==> config.mk <==
export PLATFORM = sky130hd
export DESIGN_NAME = tx_desc_queue
export DESIGN_NICKNAME = d
export VERILOG_FILES = /design/src/rtl/tx_desc_queue.sv
export SDC_FILE = /design/constraint.sdc
export NUM_CORES = 2
export LEC_CHECK = 0
export CAP_MARGIN = 20
export CORE_MARGIN = 8
export CORE_UTILIZATION = 40
export DETAILED_ROUTE_END_ITERATION = 10
export PLACE_DENSITY_LB_ADDON = 0.25
export SETUP_SLACK_MARGIN = 0.4
export SLEW_MARGIN = 10
export SYNTH_ARGS = -nofsm -noshare
export SYNTH_HDL_FRONTEND = slang
export SYNTH_SLANG_ARGS = --single-unit
==> constraint.sdc <==
create_clock -name axi_clk -period 6 [get_ports axi_clk]
set_clock_uncertainty 0.1 [all_clocks]
set_input_delay 0.9 -clock axi_clk [delete_from_list [all_inputs] [get_ports axi_clk]]
set_output_delay 0.9 -clock axi_clk [all_outputs]
set_load 0.1 [all_outputs]
==> src/rtl/tx_desc_queue.sv <==
// TX descriptor queue: accepts {addr,len} via req/ack, drops bad lengths,
// buffers descriptors in a circular FIFO and serves them FWFT on valid/ready.
module tx_desc_queue #(
   parameter int NB_TX_DESC = 64,
   parameter int MAX_LEN    = 2047
) (
   input  logic                          axi_clk,
   input  logic                          axi_areset,
   input  logic                          init_i,
   input  logic [31:0]                   pkt_addr_i,
   input  logic [15:0]                   pkt_len_i,
   input  logic                          xmit_req_i,
   output logic                          xmit_ack_o,
   output logic [31:0]                   m_desc_addr,
   output logic [15:0]                   m_desc_len,
   output logic                          m_desc_valid,
   input  logic                          m_desc_ready,
   output logic [$clog2(NB_TX_DESC):0]   occupancy_o,
   output logic [31:0]                   drop_cnt_o,
   output logic [31:0]                   pkt_cnt_o
);

   localparam int               PW        = $clog2(NB_TX_DESC);
   localparam int               OW        = PW + 1;
   localparam logic [OW-1:0]    DEPTH     = OW'(NB_TX_DESC);
   localparam logic [15:0]      W_MAX_LEN = 16'(MAX_LEN);

   typedef enum logic [1:0] {S_IDLE, S_ACK, S_WAIT_DROP} state_t;

   state_t          r_state;
   logic            r_ack;
   logic [PW-1:0]   r_wr_ptr;
   logic [PW-1:0]   r_rd_ptr;
   logic [OW-1:0]   r_occ;
   logic            r_valid;
   logic [31:0]     r_addr;
   logic [15:0]     r_len;
   logic [31:0]     r_drop;
   logic [31:0]     r_pkt;
   logic [47:0]     r_mem [NB_TX_DESC];

   logic            w_full;
   logic            w_accept;
   logic            w_len_ok;
   logic            w_enq;
   logic            w_drop;
   logic            w_deq;
   logic [PW-1:0]   w_rd_next;
   logic [OW-1:0]   w_occ_left;
   logic [OW-1:0]   w_occ_next;

   assign w_full     = (r_occ == DEPTH);
   assign w_accept   = (r_state == S_IDLE) & xmit_req_i & ~r_ack & ~w_full & ~init_i;
   assign w_len_ok   = (pkt_len_i != 16'd0) && (pkt_len_i <= W_MAX_LEN);
   assign w_enq      = w_accept & w_len_ok;
   assign w_drop     = w_accept & ~w_len_ok;
   assign w_deq      = r_valid & m_desc_ready;
   assign w_rd_next  = r_rd_ptr + PW'(w_deq);
   assign w_occ_left = r_occ - OW'(w_deq);
   assign w_occ_next = w_occ_left + OW'(w_enq);

   // Ack handshake: one accept per request, wait for req to drop before re-arming.
   always_ff @(posedge axi_clk or posedge axi_areset) begin
      if (axi_areset) begin
         r_state <= S_IDLE;
         r_ack   <= 1'b0;
      end else if (init_i) begin
         r_state <= S_IDLE;
         r_ack   <= 1'b0;
      end else begin
         case (r_state)
            S_IDLE: begin
               if (w_accept) begin
                  r_state <= S_ACK;
                  r_ack   <= 1'b1;
               end
            end
            S_ACK: begin
               r_state <= S_WAIT_DROP;
               r_ack   <= 1'b0;
            end
            S_WAIT_DROP: begin
               if (!xmit_req_i) r_state <= S_IDLE;
            end
            default: begin
               r_state <= S_IDLE;
               r_ack   <= 1'b0;
            end
         endcase
      end
   end

   always_ff @(posedge axi_clk) begin
      if (w_enq) r_mem[r_wr_ptr] <= {pkt_addr_i, pkt_len_i};
   end

   // Head register is loaded only from entries already in storage, so an
   // enqueue into an empty queue shows up one cycle after it is written.
   always_ff @(posedge axi_clk or posedge axi_areset) begin
      if (axi_areset) begin
         r_wr_ptr <= '0;
         r_rd_ptr <= '0;
         r_occ    <= '0;
         r_valid  <= 1'b0;
         r_addr   <= '0;
         r_len    <= '0;
         r_drop   <= '0;
         r_pkt    <= '0;
      end else if (init_i) begin
         r_wr_ptr <= '0;
         r_rd_ptr <= '0;
         r_occ    <= '0;
         r_valid  <= 1'b0;
         r_drop   <= '0;
         r_pkt    <= '0;
      end else begin
         if (w_enq) begin
            r_wr_ptr <= r_wr_ptr + 1'b1;
            r_pkt    <= r_pkt + 32'd1;
         end
         if (w_drop && (r_drop != '1)) r_drop <= r_drop + 32'd1;
         r_rd_ptr <= w_rd_next;
         r_occ    <= w_occ_next;
         r_valid  <= (w_occ_left != '0);
         if (w_occ_left != '0) {r_addr, r_len} <= r_mem[w_rd_next];
      end
   end

   assign xmit_ack_o   = r_ack;
   assign m_desc_addr  = r_addr;
   assign m_desc_len   = r_len;
   assign m_desc_valid = r_valid;
   assign occupancy_o  = r_occ;
   assign drop_cnt_o   = r_drop;
   assign pkt_cnt_o    = r_pkt;

endmodule
# Word level (Yosys, flattened, before mapping)
# Memories as Yosys holds them, arrays and structs flattened. A register that Yosys moved wholly into a read port is not among the register bits.
# Cells that the tools add are included.
[totals]
reg_bits = 87
ramBits = 3072
inputBits = 53
out_inout_bits = 121
n_memories = 1
[mem_list]
columns = ["name", "words", "width", "read_ports", "rd_ports_with_merged_regs", "write_ports", "line", "rtl"]
rows = [
  ["r_mem", 64, 48, 1, 1, 1, "40", "logic [47:0] r_mem [NB_TX_DESC];"],
]
[op_classes]
addsub = 6
order_cmp = 1
n_eq_ne = 7
mux = 18
bitwise_logic = 11
reduce_logical = 10
[op_table]
columns = ["cell", "n"]
rows = [
  ["32-bit 2-to-1 mux", 4],
  ["32-bit by 1-bit adder with 32-bit output (second input constant)", 2],
  ["32-bit != test (second input constant)", 1],
  ["6-bit 2-to-1 mux", 3],
  ["16-bit by 11-bit less-or-equal comparator with 1-bit output (second input constant)", 1],
  ["16-bit nonzero test", 1],
  ["7-bit by 1-bit adder with 7-bit output", 1],
  ["1-bit AND", 7],
  ["7-bit equality test (second input constant)", 1],
  ["7-bit 2-to-1 mux", 1],
  ["7-bit nonzero test", 1],
  ["7-bit by 1-bit subtractor with 7-bit output", 1],
  ["6-bit by 1-bit adder with 6-bit output", 1],
  ["6-bit by 1-bit adder with 6-bit output (second input constant)", 1],
  ["2-bit 2-to-1 mux", 3],
  ["3-bit != test (second input constant)", 2],
  ["2-bit one-hot mux with 3 select lines", 1],
  ["2-bit AND reduction", 3],
  ["1-bit 2-to-1 mux", 5],
  ["1-bit NOT", 4],
  ["2-bit nonzero test", 2],
  ["2-bit by 1-bit equality test with 1-bit output (second input constant)", 1],
  ["2-bit equality test (second input constant)", 1],
  ["1-bit logical AND", 2],
  ["other kinds (3)", 3],
]

# Logic depth before layout (Yosys ltp)
[logic_depth]
ltp_word = 9
depth_mapped = 13
depth_no_buf = 11

# Least setup slack after synthesis
# OpenSTA, ideal clock, no wires.
[synth_timing]
kind = "input -> register"
from = "input port pkt_len_i[11]"
to = "memory r_mem[59][0], enable pin"
setup_ps = 454
arrival_time_ps = 4501
required_time_ps = 5446
slack_ps = 945
path_stages = 7
path_buffers = 1
path_cell_list = "or4_1 nor2_2 nand3_2 inv_2 buf_4 nand4b_1 nor2_1"
[synth_between]
elab_chain_cells = 5
[synth_lines]
columns = ["element", "line", "rtl"]
rows = [
  ["start, declared", "11", "input logic [15:0] pkt_len_i,"],
  ["16-bit by 11-bit less-or-equal comparator with 1-bit output or 16-bit nonzero test (tied branches)", "54", "assign w_len_ok = (pkt_len_i != 16'd0) && (pkt_len_i <= W_MAX_LEN);"],
  ["1-bit logical AND *", "54", ""],
  ["1-bit AND *", "55", "assign w_enq = w_accept & w_len_ok;"],
  ["1-bit 2-to-1 mux *", "94", "if (w_enq) r_mem[r_wr_ptr] <= {pkt_addr_i, pkt_len_i};"],
  ["1-bit 2-to-1 mux (implied by the code) *", "94", ""],
  ["end, declared", "40", ""],
]
# Every way passes the cells marked *; elsewhere a longest branch is shown, timed or not.

# Worst setup path after layout
[layout_timing]
from = "input port m_desc_ready"
to = "register r_len[3], in the netlist m_desc_len[3]"
[layout_between]
elab_chain_cells = 4
[layout_lines]
columns = ["element", "line", "rtl"]
rows = [
  ["start, declared", "17", "input logic m_desc_ready,"],
  ["1-bit AND *", "57", "assign w_deq = r_valid & m_desc_ready;"],
  ["7-bit by 1-bit subtractor with 7-bit output", "59", "assign w_occ_left = r_occ - OW'(w_deq);"],
  ["7-bit nonzero test", "125", "if (w_occ_left != '0) {r_addr, r_len} <= r_mem[w_rd_next];"],
  ["2-bit AND reduction (no source line)", "-", ""],
  ["end signal, assigned", "125", ""],
  ["end, declared", "37", "logic [15:0] r_len;"],
]
# Marked as above.
# A chain may end at the register's enable or synchronous reset.

==> impl_metrics.csv <==
group,metric,value,unit
outcome,run_status,"completed",
worst_setup_path,worstSetupPathType,"primary input to register",
global_route,grt_max_degree,99,
drt,wire_per_inst,32.3,um
logic_synthesis,yosys_warnings,0,
cts,cts_tree,"built",
global_route,grt_pass1_wl,486,mm
logic_synthesis,syn_area_per_cell,21.1,um2
logic_synthesis,ys_ff_latch,3207,
cts,cts_made_buffers,325,
final_layout,regArea,95600,um2
power_and_ir_drop,p_int,40.5,mW
drt,first_iter_violations,7455,
placed_design,dp_hpwl,196,mm
sta,whs,0.238,ns
placed_design,dpl.cell_count,10100,
cts,postCtsSetupRepairBufs,0,
logic_synthesis,yosysSeqAreaShare,0.771,
logic_synthesis,yosysUniqueCellTypes,70,
cts,path_clk_slew,0.06,ns
global_route,antenna_found_initial,27,
die,start_util,0.402,
die,die_y,573,um
global_route,grt_usage,0.206,
final_layout,layout.nets,6407,
sta,clock.fmax,222,MHz
sta,hold_violations,0,
sta,slew_violations,0,
cts,htree_levels,5,
die,dieWidth,573,um
die,rows,204,
placed_design,place_ws,0.593,ns
worst_setup_path,r2r-end,"m_desc_len[3]",
sta,fin_tns_setup,0,ns
die,core,309000,um2
global_route,overflow,0,
placed_design,io_buffers,173,
global_route,grt_pass1_vias,62800,
power_and_ir_drop,power_density,384,nW/um2
run,drv_cap,0,
power_and_ir_drop,pwr-share-seq,0.456,
sta,finalSetupViolations,0,
power_and_ir_drop,vdd_drop_max,0.288,mV
placed_design,gp_congestion,0.791,
logic_synthesis,syn_nets,5937,
final_layout,syn_to_final_growth,15.5,%
worst_setup_path,worstSetupEndpointType,"register",
worst_setup_path,path_max_fanout,47,
worst_setup_path,ff2ff_setup_slack,1.63,ns
power_and_ir_drop,finalPower,55.1,mW
sta,period_needed,4.50,ns
cts,cts_root_buffer,"clkbuf_16",
placed_design,placed_cell_area,133000,um2
cts,cts_resized,0,
drt,vias_per_cell,5.81,
final_layout,final_util,0.464,
sta,grt_setup_unrepaired,"no",
power_and_ir_drop,combPwrFrac,0.185,
power_and_ir_drop,p_leak,44.7,nW
sta,slew_headroom,0.206,
cts,cts_buffer_depth,4,
drt,vias,62400,
logic_synthesis,synth_flop_cell,"edfxtp_1",
final_layout,fillers,25600,
sta,postLayoutSetupSlackWorst,1.50,ns
die,die-area,328000,um2
worst_setup_path,required,6.63,ns
worst_setup_path,timing.rr.start,"m_desc_valid",
cts,clock_sinks,3207,
drt,ant_nets,0,
logic_synthesis,ys_async_sr_fraction,0.0421,
drt,first_pass_iters,5,
sta,finalCritPeriodShare,0.750,
final_layout,multi_input_area,27100,um2
sta,worst_pin_slew,1.19,ns
die,io_pins,174,
power_and_ir_drop,power_frac_clock,0.359,
logic_synthesis,synthCells,5875,
worst_setup_path,startpoint_type,"primary input",
final_layout,drive_gt1_frac,0.251,
drt,routed_wl,347,mm
power_and_ir_drop,swShare,0.265,
cts,hold_buffers,0,
final_layout,finish.instance_area,143000,um2
final_layout,stdcell_count,10700,
worst_hold_path,hold_class,"primary input to asynchronous set/reset pin",
logic_synthesis,synth_edf_count,3072,
drt,drcViolationCount,0,
worst_setup_path,r2r_cells,9,
worst_setup_path,crit_arrival,5.13,ns
power_and_ir_drop,p_switching,14.6,mW
logic_synthesis,synth_area,124000,um2
cts,clock_latency,0.89,ns
-- flip-flops by register name (all words and copies together) (netlist names) --
register	count
r_rd_ptr	6
xmit_ack_o	1
m_desc_valid	1
occupancy_o	7
m_desc_len	16
m_desc_addr	32
r_state	2
pkt_cnt_o	32
r_wr_ptr	6
drop_cnt_o	32
r_mem	3072
-- routing by layer --
layer,part of all wire,track usage,up-vias,routed length (um)
met3,0.082,0.0404,443,28500
li1,-,-,25300,-
met1,0.42,0.293,33800,146000
met2,0.47,0.326,2744,163000
met4,0.027,0.0571,18,9390
met5,0.00035,0,-,121
-- cells by family (layout without fill, tap and decap cells) --
logic type | count (synthesis) | after routing | synth area share
mux | 945 | 945 | 0.151
flops | 3207 | 3207 | 0.771
fa+ha+maj | 9 | 9 | 0.000908
compound gates | 360 | 360 | 0.0213
xor+xnor | 56 | 56 | 0.00441
simple gates | 956 | 956 | 0.0350
buf+inv | 342 | 1073 | 0.0162
other cells | 0 | 5 | 0
-- worst max-delay path: stages --
cell and delay, ns:
clkdlybuf4s50_1 0.46, and2_1 0.34, ha_4 0.22, nand3_1 0.30
xnor2_2 0.77, buf_12 0.41, a31oi_1 0.28, a2111oi_0 1.04
buf_4 0.24, a211oi_1 0.06
-- worst max-delay path by stage --
stage	from	end	slack, ns	cells past startpoint
after global routing	m_desc_ready	m_desc_len[1]	1.43	10
final	m_desc_ready	m_desc_len[3]	1.50	10
after floorplan	pkt_len_i[11]	r_mem[59][0]	0.94	7
after global placement	pkt_len_i[3]	occupancy_o[4]	-0.46	14
after CTS	m_desc_valid	m_desc_len[3]	1.51	9
after detailed placement	m_desc_ready	m_desc_len[3]	0.59	10
-- layout by cell type (no fill, tap or decap), types with 9 or more instances in the layout --
master,netlist,layout
buf_4,35,193
nor2_4,1,67
nor2_1,154,89
buf_12,5,98
clkbuf_8,1,11
edfxtp_1,3072,3072
xor2_1,40,40
clkinv_2,0,43
bufinv_16,0,24
o221ai_1,36,36
o21ai_0,18,18
o31ai_2,18,18
a31oi_1,34,34
a2111oi_0,11,10
clkdlybuf4s50_1,0,123
nand2_1,432,430
nand4_1,42,42
and3_1,28,28
buf_2,154,46
nand2b_1,16,16
clkbuf_16,0,333
inv_1,14,13
dfrtp_1,135,135
a221oi_2,13,13
or3_1,11,11
nand3_1,198,198
o22ai_1,23,23
a22oi_1,48,48
mux4_2,737,737
a21oi_1,101,101
a211oi_1,12,12
clkbuf_1,77,86
clkinv_1,1,62
nor4_1,19,18
clkinvlp_4,0,14
mux2i_1,201,197
a32oi_1,24,24
o31ai_1,9,9
-- power groups by stage --
stage | sequential (mW) | combinational [mW] | clock (mW)
2_1_floorplan | 26.6 | 6.13 | 0
3_3_place_gp | 25.6 | 10.2 | 0
3_5_place_dp | 25.6 | 10.3 | 0
4_1_cts | 25.2 | 10.3 | 20.1
5_1_grt | 25.1 | 10.8 | 20.9
6_report | 25.1 | 10.2 | 19.8
-- layout make-up --
| class | count | share of cell area |
|---|---|---|
| multi-input cells | 2326 | 0.189 |
| diodes | 5 | 0.0000873 |
| inverters | 17 | 0.000480 |
| well taps | 4120 | 0.0360 |
| clock inverters | 158 | 0.0103 |
| flip-flops and latches | 3207 | 0.667 |
| clock buffers | 430 | 0.0614 |
| repair buffers | 468 | 0.0354 |
-- cells in the mapped netlist (4+ instances only) --
library cell     n  area share
nand3b_1         5     0.00030
o21ai_0         18     0.00073
buf_1           14     0.00042
or3_1           11     0.00055
buf_8            5     0.00061
o22ai_1         23      0.0012
and4_1           6     0.00042
o31ai_1          9     0.00054
nor2_1         154      0.0047
nor2b_1          7     0.00035
clkbuf_1        77      0.0023
nor3_1           7     0.00028
buf_2          154      0.0062
xor2_1          40      0.0028
a211oi_1        12     0.00073
a2111oi_0       11     0.00078
inv_1           14     0.00042
a31oi_1         34      0.0017
buf_6           34      0.0031
and2_1           8     0.00040
buf_4           35      0.0021
nand3_1        198      0.0080
o31ai_2         18      0.0018
nand2b_1        16     0.00081
mux4_1           7      0.0015
and3_1          28      0.0014
nand2_1        432       0.013
xnor2_1         10     0.00071
a21oi_1        101      0.0041
a22oi_1         48      0.0029
a221oi_2        13      0.0016
a32oi_1         24      0.0017
nor4_1          19     0.00096
dfrtp_1        135       0.027
or2_2            4     0.00020
nand4_1         42      0.0021
mux4_2         737        0.13
edfxtp_1      3072        0.74
mux2i_1        201       0.016
buf_12           5     0.00081
o221ai_1        36      0.0025
ha_1             9     0.00091
(Power assumes the default switching activity.)
